**config.mk**
```make
export PLATFORM = sky130hd
export DESIGN_NAME = isolde_exec_responder
export DESIGN_NICKNAME = d
export VERILOG_FILES = /design/src/rtl/isolde_exec_responder.sv
export SDC_FILE = /design/constraint.sdc
export NUM_CORES = 1
export LEC_CHECK = 0
export CORE_AREA = 10 10 203 205
export CTS_BUF_LIST = sky130_fd_sc_hd__clkbuf_8
export CTS_CLUSTER_SIZE = 28
export DETAILED_ROUTE_END_ITERATION = 7
export DIE_AREA = 0 0 213 215
export MAX_ROUTING_LAYER = met4
export PLACE_DENSITY = 0.62
export SLEW_MARGIN = 20
export SYNTH_ARGS = -nofsm -noshare
export SYNTH_HDL_FRONTEND = slang
export SYNTH_SLANG_ARGS = --single-unit
```
**constraint.sdc**
```tcl
create_clock -name clk_i -period 3.85 [get_ports clk_i]
set_input_delay 0.5775 -clock clk_i [delete_from_list [all_inputs] [get_ports clk_i]]
set_output_delay 0.5775 -clock clk_i [all_outputs]
set_load 0.02 [all_outputs]
```
**src/rtl/isolde_exec_responder.sv**
```systemverilog
// Execute-side responder for the ISOLDE fetch-to-exec handshake: captures a decoded request,
// fetches GPR operands over one read port, offers the job, and grants. Option: ISOLDE_EXEC_BLOCKING_EN.
module isolde_exec_responder #(
   parameter int OPC_W          = 5,
   parameter int TIMEOUT_CYCLES = 1024
) (
   input  logic               clk_i,
   input  logic               rst_i,
   input  logic               exec_req_i,
   input  logic               illegal_i,
   input  logic [OPC_W-1:0]   opcode_i,
   input  logic [2:0]         func3_i,
   input  logic [1:0]         funct2_i,
   input  logic [31:0]        instr_i,
   input  logic [127:0]       imm32_i,
   input  logic [3:0]         imm32_valid_i,
   input  logic [19:0]        raddr_i,
   input  logic [3:0]         raddr_vld_i,
   output logic               exec_gnt_o,
   output logic [4:0]         rf_raddr_o,
   input  logic [31:0]        rf_rdata_i,
   output logic               job_valid_o,
   input  logic               job_ready_i,
   output logic [OPC_W-1:0]   job_opcode_o,
   output logic [4:0]         job_ctrl_o,
   output logic [31:0]        job_instr_o,
   output logic [127:0]       job_ops_o,
   output logic [127:0]       job_imm_o,
   input  logic               done_i,
   output logic               busy_o,
   output logic               err_o
);

   localparam logic [2:0] S_IDLE  = 3'd0;
   localparam logic [2:0] S_READ  = 3'd1;
   localparam logic [2:0] S_ISSUE = 3'd2;
   localparam logic [2:0] S_WAIT  = 3'd3;
   localparam logic [2:0] S_GRANT = 3'd4;

   logic [2:0]       r_state;
   logic [OPC_W-1:0] r_opcode;
   logic [4:0]       r_ctrl;
   logic [31:0]      r_instr;
   logic [127:0]     r_imm;
   logic [127:0]     r_ops;
   logic [19:0]      r_raddr;
   logic [3:0]       r_remain;
   logic             r_pend;
   logic [1:0]       r_pendIdx;
   logic             r_illPulse;

   logic [1:0]       w_selIdx;
   logic             w_selVld;
   logic [4:0]       w_rfAddr;
   logic [127:0]     w_immMasked;
   logic             w_toErr;

   // Lowest pending read slot; the descending loop lets the smallest index win.
   always_comb begin
      w_selIdx = 2'd0;
      w_selVld = 1'b0;
      for (int i = 3; i >= 0; i--) begin
         if (r_remain[i]) begin
            w_selIdx = 2'(i);
            w_selVld = 1'b1;
         end
      end
   end

   always_comb begin
      w_rfAddr = 5'd0;
      for (int i = 0; i < 4; i++) begin
         if (w_selIdx == 2'(i)) w_rfAddr = r_raddr[i*5 +: 5];
      end
   end

   always_comb begin
      w_immMasked = '0;
      for (int i = 0; i < 4; i++) begin
         if (imm32_valid_i[i]) w_immMasked[i*32 +: 32] = imm32_i[i*32 +: 32];
      end
   end

`ifdef ISOLDE_EXEC_BLOCKING_EN
   localparam int         CNT_W   = (TIMEOUT_CYCLES == 0) ? 1 : $clog2(TIMEOUT_CYCLES + 1);
   localparam bit         TO_EN   = (TIMEOUT_CYCLES != 0);
   localparam logic [CNT_W-1:0] TO_LAST = CNT_W'(TIMEOUT_CYCLES - 1);

   logic [CNT_W-1:0] r_cnt;
   logic             w_timeout;

   // The timeout fires in the cycle the counter would step onto TIMEOUT_CYCLES, so the
   // error pulse is seen while still in WAIT_DONE and the grant follows one cycle later.
   assign w_timeout = TO_EN && (r_state == S_WAIT) && (r_cnt == TO_LAST);
   assign w_toErr   = w_timeout && !done_i;
`else
   logic w_unusedDone;
   assign w_unusedDone = done_i;
   assign w_toErr      = 1'b0;
`endif

   // Main FSM with the payload registers; reset aborts any job outright.
   always_ff @(posedge clk_i) begin
      if (rst_i) begin
         r_state    <= S_IDLE;
         r_opcode   <= '0;
         r_ctrl     <= '0;
         r_instr    <= '0;
         r_imm      <= '0;
         r_ops      <= '0;
         r_raddr    <= '0;
         r_remain   <= '0;
         r_pend     <= 1'b0;
         r_pendIdx  <= '0;
         r_illPulse <= 1'b0;
`ifdef ISOLDE_EXEC_BLOCKING_EN
         r_cnt      <= '0;
`endif
      end else begin
         r_illPulse <= 1'b0;
         case (r_state)
            S_IDLE: begin
               if (exec_req_i) begin
                  if (illegal_i) begin
                     r_illPulse <= 1'b1;
                  end else begin
                     r_opcode <= opcode_i;
                     r_ctrl   <= {funct2_i, func3_i};
                     r_instr  <= instr_i;
                     r_imm    <= w_immMasked;
                     r_ops    <= '0;
                     r_raddr  <= raddr_i;
                     r_remain <= raddr_vld_i;
                     r_pend   <= 1'b0;
                     r_state  <= (|raddr_vld_i) ? S_READ : S_ISSUE;
                  end
               end
            end
            S_READ: begin
               if (r_pend) begin
                  for (int i = 0; i < 4; i++) begin
                     if (r_pendIdx == 2'(i)) r_ops[i*32 +: 32] <= rf_rdata_i;
                  end
               end
               if (w_selVld) begin
                  r_remain[w_selIdx] <= 1'b0;
                  r_pend             <= 1'b1;
                  r_pendIdx          <= w_selIdx;
               end else begin
                  r_pend  <= 1'b0;
                  r_state <= S_ISSUE;
               end
            end
            S_ISSUE: begin
               if (job_ready_i) begin
`ifdef ISOLDE_EXEC_BLOCKING_EN
                  r_cnt   <= '0;
                  r_state <= S_WAIT;
`else
                  r_state <= S_GRANT;
`endif
               end
            end
`ifdef ISOLDE_EXEC_BLOCKING_EN
            S_WAIT: begin
               if (done_i || w_timeout) begin
                  r_state <= S_GRANT;
               end else if (r_cnt != {CNT_W{1'b1}}) begin
                  r_cnt <= r_cnt + 1'b1;
               end
            end
`endif
            S_GRANT: r_state <= S_IDLE;
            default: r_state <= S_IDLE;
         endcase
      end
   end

   assign rf_raddr_o   = ((r_state == S_READ) && w_selVld) ? w_rfAddr : 5'd0;
   assign job_valid_o  = (r_state == S_ISSUE);
   assign job_opcode_o = r_opcode;
   assign job_ctrl_o   = r_ctrl;
   assign job_instr_o  = r_instr;
   assign job_ops_o    = r_ops;
   assign job_imm_o    = r_imm;
   assign busy_o       = (r_state != S_IDLE);
   assign exec_gnt_o   = (r_state == S_GRANT) || r_illPulse;
   assign err_o        = r_illPulse || w_toErr;

endmodule

```
==> results of run 1 <==
==> metrics by stage <==
| stage | power, mW | instances | area (um2) | hold WS [ns] |
|---|---|---|---|---|
| after CTS | 8.21 | 2520 | 19000 | 0.350 |
| after global placement | 4.92 | 2415 | 17800 | 0.436 |
| final | 8.10 | 2527 | 19000 | 0.412 |
| after detailed placement | 4.93 | 2415 | 17800 | 0.443 |
| after floorplan | 4.28 | 1510 | 12100 | 0.433 |
| after global routing | 8.45 | 2527 | 19000 | 0.419 |
==> flip-flops by register name (all words and copies together), names as in the netlist, 2 cells and up <==
register,count
r_state,3
job_ctrl_o,5
r_pendIdx,2
r_remain,4
job_imm_o,128
job_ops_o,128
r_raddr,20
job_instr_o,32
job_opcode_o,5
==> per-layer routing <==
layer	up-vias	global-route usage (%)	routed length, um
met1	5940	23.7	19800
met4	0	7.57	1340
met3	82	8.89	5510
met5	-	-	0
li1	6117	-	-
met2	520	35.2	24500
==> critical path: stages, from the launching register on <==
cell and delay [ns]:
dfxtp_1 0.41, or3b_4 0.51, a21oi_2 0.35, o21ai_0 0.16, a21oi_1 0.14, clkdlybuf4s50_1 0.66
==> synth_stat cells <==
library cell	number	area share (%)
a311o_1	1	0.082
or3_1	1	0.052
nor2_1	11	0.34
clkbuf_1	87	2.7
or3_4	1	0.093
buf_6	11	1.0
nand3_1	257	11
o22a_1	4	0.29
a21o_1	2	0.12
buf_2	27	1.1
o22ai_2	1	0.10
o21ba_2	1	0.082
or3b_2	1	0.072
nor3_1	3	0.12
o22ai_4	3	0.49
inv_1	3	0.093
a21oi_1	331	14
a22oi_1	1	0.062
nor4_1	1	0.052
or3b_4	1	0.093
nand2_1	393	12
nor2b_1	2	0.10
o21a_1	1	0.062
dfxtp_1	329	54
nand3b_1	2	0.12
nand2b_1	2	0.10
and2_1	3	0.15
buf_4	9	0.56
nor2_4	1	0.093
o21ai_0	8	0.33
o211ai_1	6	0.37
o211a_1	1	0.082
a211o_1	5	0.36
==> worst min-delay path by stage <==
stage	from	end	slack, ns
after floorplan	r_raddr[15]	r_raddr[15]	0.43
after global placement	job_imm_o[12]	job_imm_o[12]	0.44
after detailed placement	job_ops_o[23]	job_ops_o[23]	0.44
after CTS	rst_i	r_pend	0.35
after global routing	rst_i	job_imm_o[19]	0.42
final	rst_i	r_pend	0.41
==> kinds of logic after synthesis <==
group | Yosys count | synth area share, %
buffers and inverters | 137 | 5.47
AND/OR/NAND/NOR | 679 | 24.2
flip-flops | 329 | 54.3
AO/OA/AOI/OAI | 365 | 16.1
==> power groups by stage <==
stage | clock, mW | sequential, mW | combinational [mW]
3_3_place_gp | 0 | 3.66 | 1.26
2_1_floorplan | 0 | 3.78 | 0.503
3_5_place_dp | 0 | 3.66 | 1.26
4_1_cts | 3.35 | 3.59 | 1.27
6_report | 3.25 | 3.59 | 1.25
5_1_grt | 3.50 | 3.60 | 1.34
==> cell usage in the layout, fill, tap and decap left out, types with 4 or more instances in the layout <==
cell type and instances:
diode_2 7, a211o_1 5, buf_12 7, inv_1 24, o21ai_0 8, nand3_1 257, o211ai_1 6, clkdlybuf4s50_1 538
nand2_1 393, clkbuf_8 78, dfxtp_1 329, buf_4 17, o22a_1 4, a21oi_1 330, nor2_1 11
==> what timing repair did <==
| item | 4_1_cts | 5_1_grt |
|---|---|---|
| endpoints found under the setup margin | 0 | 4 |
| gates resized for setup | 0 | 1 |
| hold buffers | 0 | 0 |
| hold endpoints to repair | 0 | 0 |
==> layout make-up <==
type / instances / area, um2 / area share [%]
sequential: 329 / 6590 / 34.7
timing repair buffer: 565 / 5680 / 29.9
multi-input combinational: 1044 / 4900 / 25.8
clock buffer: 78 / 1070 / 5.66
tap: 474 / 593 / 3.13
clock inverter: 27 / 116 / 0.613
antenna: 7 / 17.5 / 0.0923
inverter: 3 / 11.3 / 0.0593
==> impl_metrics.yaml, run 1 <==
logic_synthesis:
  syn_inst: 1510
  ys_warn_count: 0
  netlist_area_um2: 12100
  ys_ff_latch: 329
  syn-num-nets: 1746
  ys_types: 33
  seq_area_frac_synth_pct: 54.3
  syn-mean-instance-area_um2: 8.04
detailed_routing:
  wirelength_um: 51200
  ant_nets: 0
  drt_iter0_markers: 712
  drc: 0
  vias_per_cell: 5.01
  dr.pass1.iters: 5
  vias: 12659
  wl_per_cell_um: 20.3
sta:
  hold_viol_final: 0
  min_period_ns: 3.47
  fin_setup_tns_ns: 0
  clock_skew_ns: 0.0390
  finalWorstSetupSlack_ns: 0.383
  setup_violations: 0
  relSlewSlack_pct: 53.5
  slew_violations: 0
  rsz0062_at_grt: "false"
  worstMarginPinSlew_ns: 0.697
  max_freq_mhz: 288
  finalCritPeriodShare_pct: 90.1
hold_path:
  worstHoldPathCells: 2
  hold_class: "input port to register"
power_and_ir_drop:
  p_int_mw: 5.86
  powerDensity_nw_per_um2: 427
  p_seq_share_pct: 44.4
  netSwitchingFraction_pct: 27.7
  p_switching_mw: 2.24
  leakagePower_nw: 6.43
  ir_drop_mv: 0.329
  p_comb_share_pct: 15.5
  pwr-share-clk_pct: 40.2
place:
  gp_congestion: 0.812
  dp_hpwl_um: 36700
  place_ws_ns: 0.804
  port_buffers: 541
critical_path:
  crit_required_ns: 3.27
  r2r_start: "r_state[1]"
  critPathMaxFanout: 13
  critPathCapture: "rf_raddr_o[1]"
  worstPathArrival_ns: 2.89
  r2r-end: "job_imm_o[31]"
  crit_path_start: "r_state[0]"
  end_kind: "output port"
  rrSetupSlack_ns: 1.62
  worst-setup-path-type: "register to output port"
  startpoint_type: "register"
  rr_worst_depth: 5
grt:
  grt_overflow_total: 0
  grt_pass1_wl_um: 75500
  grt_max_degree: 133
  grt_usage_pct: 21.8
  antenna_found_initial: 7
  grt_pass1_vias: 12329
clock_network:
  cts_made_buffers: 57
  htree_num_levels: 2
  cts_tree: "built"
  cts_buffer_depth: 3
  clkTransAtPathRegs_ns: 0.06
  cts_root_buf: "clkbuf_8"
  cts_setup_buffers: 0
  cts_sinks: 329
  clkLatencyLatePin_ns: 0.64
die:
  ios: 543
  die_w_um: 213
  start_util_pct: 32.6
  coreArea_um2: 37200
  die_h_um: 215
  die-area_um2: 45800
  rows: 71
cells_and_area:
  drive_gt1_share_pct: 6.01
  nets: 2236
  fill_cells: 3592
  fin_util_pct: 51.0
  syn2layout_area_growth_pct: 56.4
flow_run:
  drv_cap: 0
status:
  status: "completed"
No activity file was read; power rests on OpenSTA's default activity.
==> run 2: changes to the inputs <==
SKIP_LAST_GASP = 1   (was default)
==> results of run 2 <==
No change in the layout: final DEF, timing and power equal those of run 1.
==> run 3: changes to the inputs <==
CORE_AREA = 2 2 213 215   (was 10 10 203 205)
DIE_AREA = 0 0 215 217   (was 0 0 213 215)
PLACE_DENSITY = 0.54   (was 0.62)
==> impl_metrics.yaml, run 3 (same netlist as run 1, synthesis figures left out) <==
detailed_routing:
  dr.pass1.iters: 5
  ant_nets: 0
  vias: 12424
  vias_per_cell: 4.70
  drt_iter0_markers: 693
  drc: 0
  wl_per_cell_um: 17.9
  wirelength_um: 47300
status:
  status: "completed"
hold_path:
  holdPathEnd: "job_imm_o[21]"
  hold_class: "input port to register"
  hp-start: "rst_i"
  worstHoldPathCells: 2
critical_path:
  critPathMaxFanout: 13
  rr_worst_depth: 5
  worstPathArrival_ns: 2.87
  crit_required_ns: 3.27
  worst-setup-path-type: "register to output port"
  end_kind: "output port"
  startpoint_type: "register"
  r2r_start: "r_state[0]"
  rrSetupSlack_ns: 1.65
  r2r-end: "job_imm_o[87]"
die:
  ios: 543
  coreArea_um2: 44700
  die-area_um2: 46700
  rows: 78
  die_h_um: 217
  die_w_um: 215
  start_util_pct: 27.1
cells_and_area:
  nets: 2237
  multiInputGateArea_um2: 4900
  fin_util_pct: 42.5
  drive_gt1_share_pct: 5.74
  layout_common_cells: "clkdlybuf4s50_1 (538), nand2_1 (393), a21oi_1 (330)"
  regArea_um2: 6590
  fill_cells: 4573
  syn2layout_area_growth_pct: 56.5
  final_common_cell: "clkdlybuf4s50_1"
sta:
  relSlewSlack_pct: 36.6
  clock_skew_ns: 0.0256
  max_freq_mhz: 290
  min_period_ns: 3.45
  hold_viol_final: 0
  setup_violations: 0
  rsz0062_at_grt: "false"
  slew_violations: 0
  finalCritPeriodShare_pct: 89.6
  worstMarginPinSlew_ns: 0.951
  finalWorstSetupSlack_ns: 0.401
  fin_setup_tns_ns: 0
power_and_ir_drop:
  ir_drop_mv: 0.255
  powerDensity_nw_per_um2: 416
  leakagePower_nw: 6.37
clock_network:
  hold_buffers: 0
  cts_tree: "built"
  cts_setup_buffers: 0
  cts_sinks: 329
  ctsResizeCount: 0
  clkLatencyLatePin_ns: 0.64
  cts_made_buffers: 57
  htree_num_levels: 2
  cts_buffer_depth: 3
  cts_root_buf: "clkbuf_8"
  clkTransAtPathRegs_ns: 0.06
place:
  port_buffers: 541
  dp_hpwl_um: 31900
  gp_congestion: 0.816
  place_ws_ns: 0.750
flow_run:
  drv_cap: 0
grt:
  grt_overflow_total: 0
  antenna_found_initial: 3
  grt_max_degree: 175
  grt_usage_pct: 19.9
  grt_pass1_vias: 12084
  grt_pass1_wl_um: 71300
==> run 3: final cells by class <==
class                   instances  share of cell area [%]
inverters                       3                  0.0593
clock inverters                27                   0.606
repair buffers                566                    29.8
well taps                     600                    3.95
flip-flops and latches        329                    34.7
diodes                          4                  0.0527
multi-input cells            1044                    25.8
clock buffers                  70                    5.07
==> run 3: power by group <==
| group | switching [mW] | total (mW) | internal, mW |
|---|---|---|---|
| combinational | 0.713 | 1.25 | 0.534 |
| clock | 1.45 | 3.07 | 1.62 |
| sequential | 0.0664 | 3.59 | 3.53 |
==> run 3: worst max-delay path by stage <==
stage | from | to | slack, ns | cells past startpoint
detailed placement | r_state[0] | rf_raddr_o[1] | 0.75 | 5
finish | r_state[0] | rf_raddr_o[4] | 0.40 | 5
global route | r_state[0] | rf_raddr_o[1] | 0.17 | 5
global placement | r_state[0] | rf_raddr_o[1] | 0.72 | 5
CTS | r_state[0] | rf_raddr_o[1] | 0.04 | 5
floorplan | r_state[0] | rf_raddr_o[0] | 1.63 | 4
==> run 3: through the flow <==
stage | power (mW) | cell area (um2) | cells | hold WS, ns
6_report | 7.90 | 19000 | 2643 | 0.444
5_1_grt | 8.27 | 19000 | 2642 | 0.442
4_1_cts | 8.04 | 19000 | 2639 | 0.429
3_5_place_dp | 4.92 | 17900 | 2542 | 0.442
3_3_place_gp | 4.91 | 17900 | 2542 | 0.437
2_1_floorplan | 4.28 | 12100 | 1510 | 0.433
==> run 3: critical path: stages, from the launching register on <==
cell             delay, ns
dfxtp_1               0.41
or3b_4                0.52
a21oi_2               0.37
o21ai_0               0.15
a21oi_1               0.17
clkdlybuf4s50_1       0.63
==> run 3: metal layers <==
layer	track usage, %	vias to the layer above	wire length, um
li1	-	6095	-
met3	6.90	90	4090
met2	32.1	467	22200
met1	23.0	5772	19500
met4	7.20	0	1450
met5	-	-	0
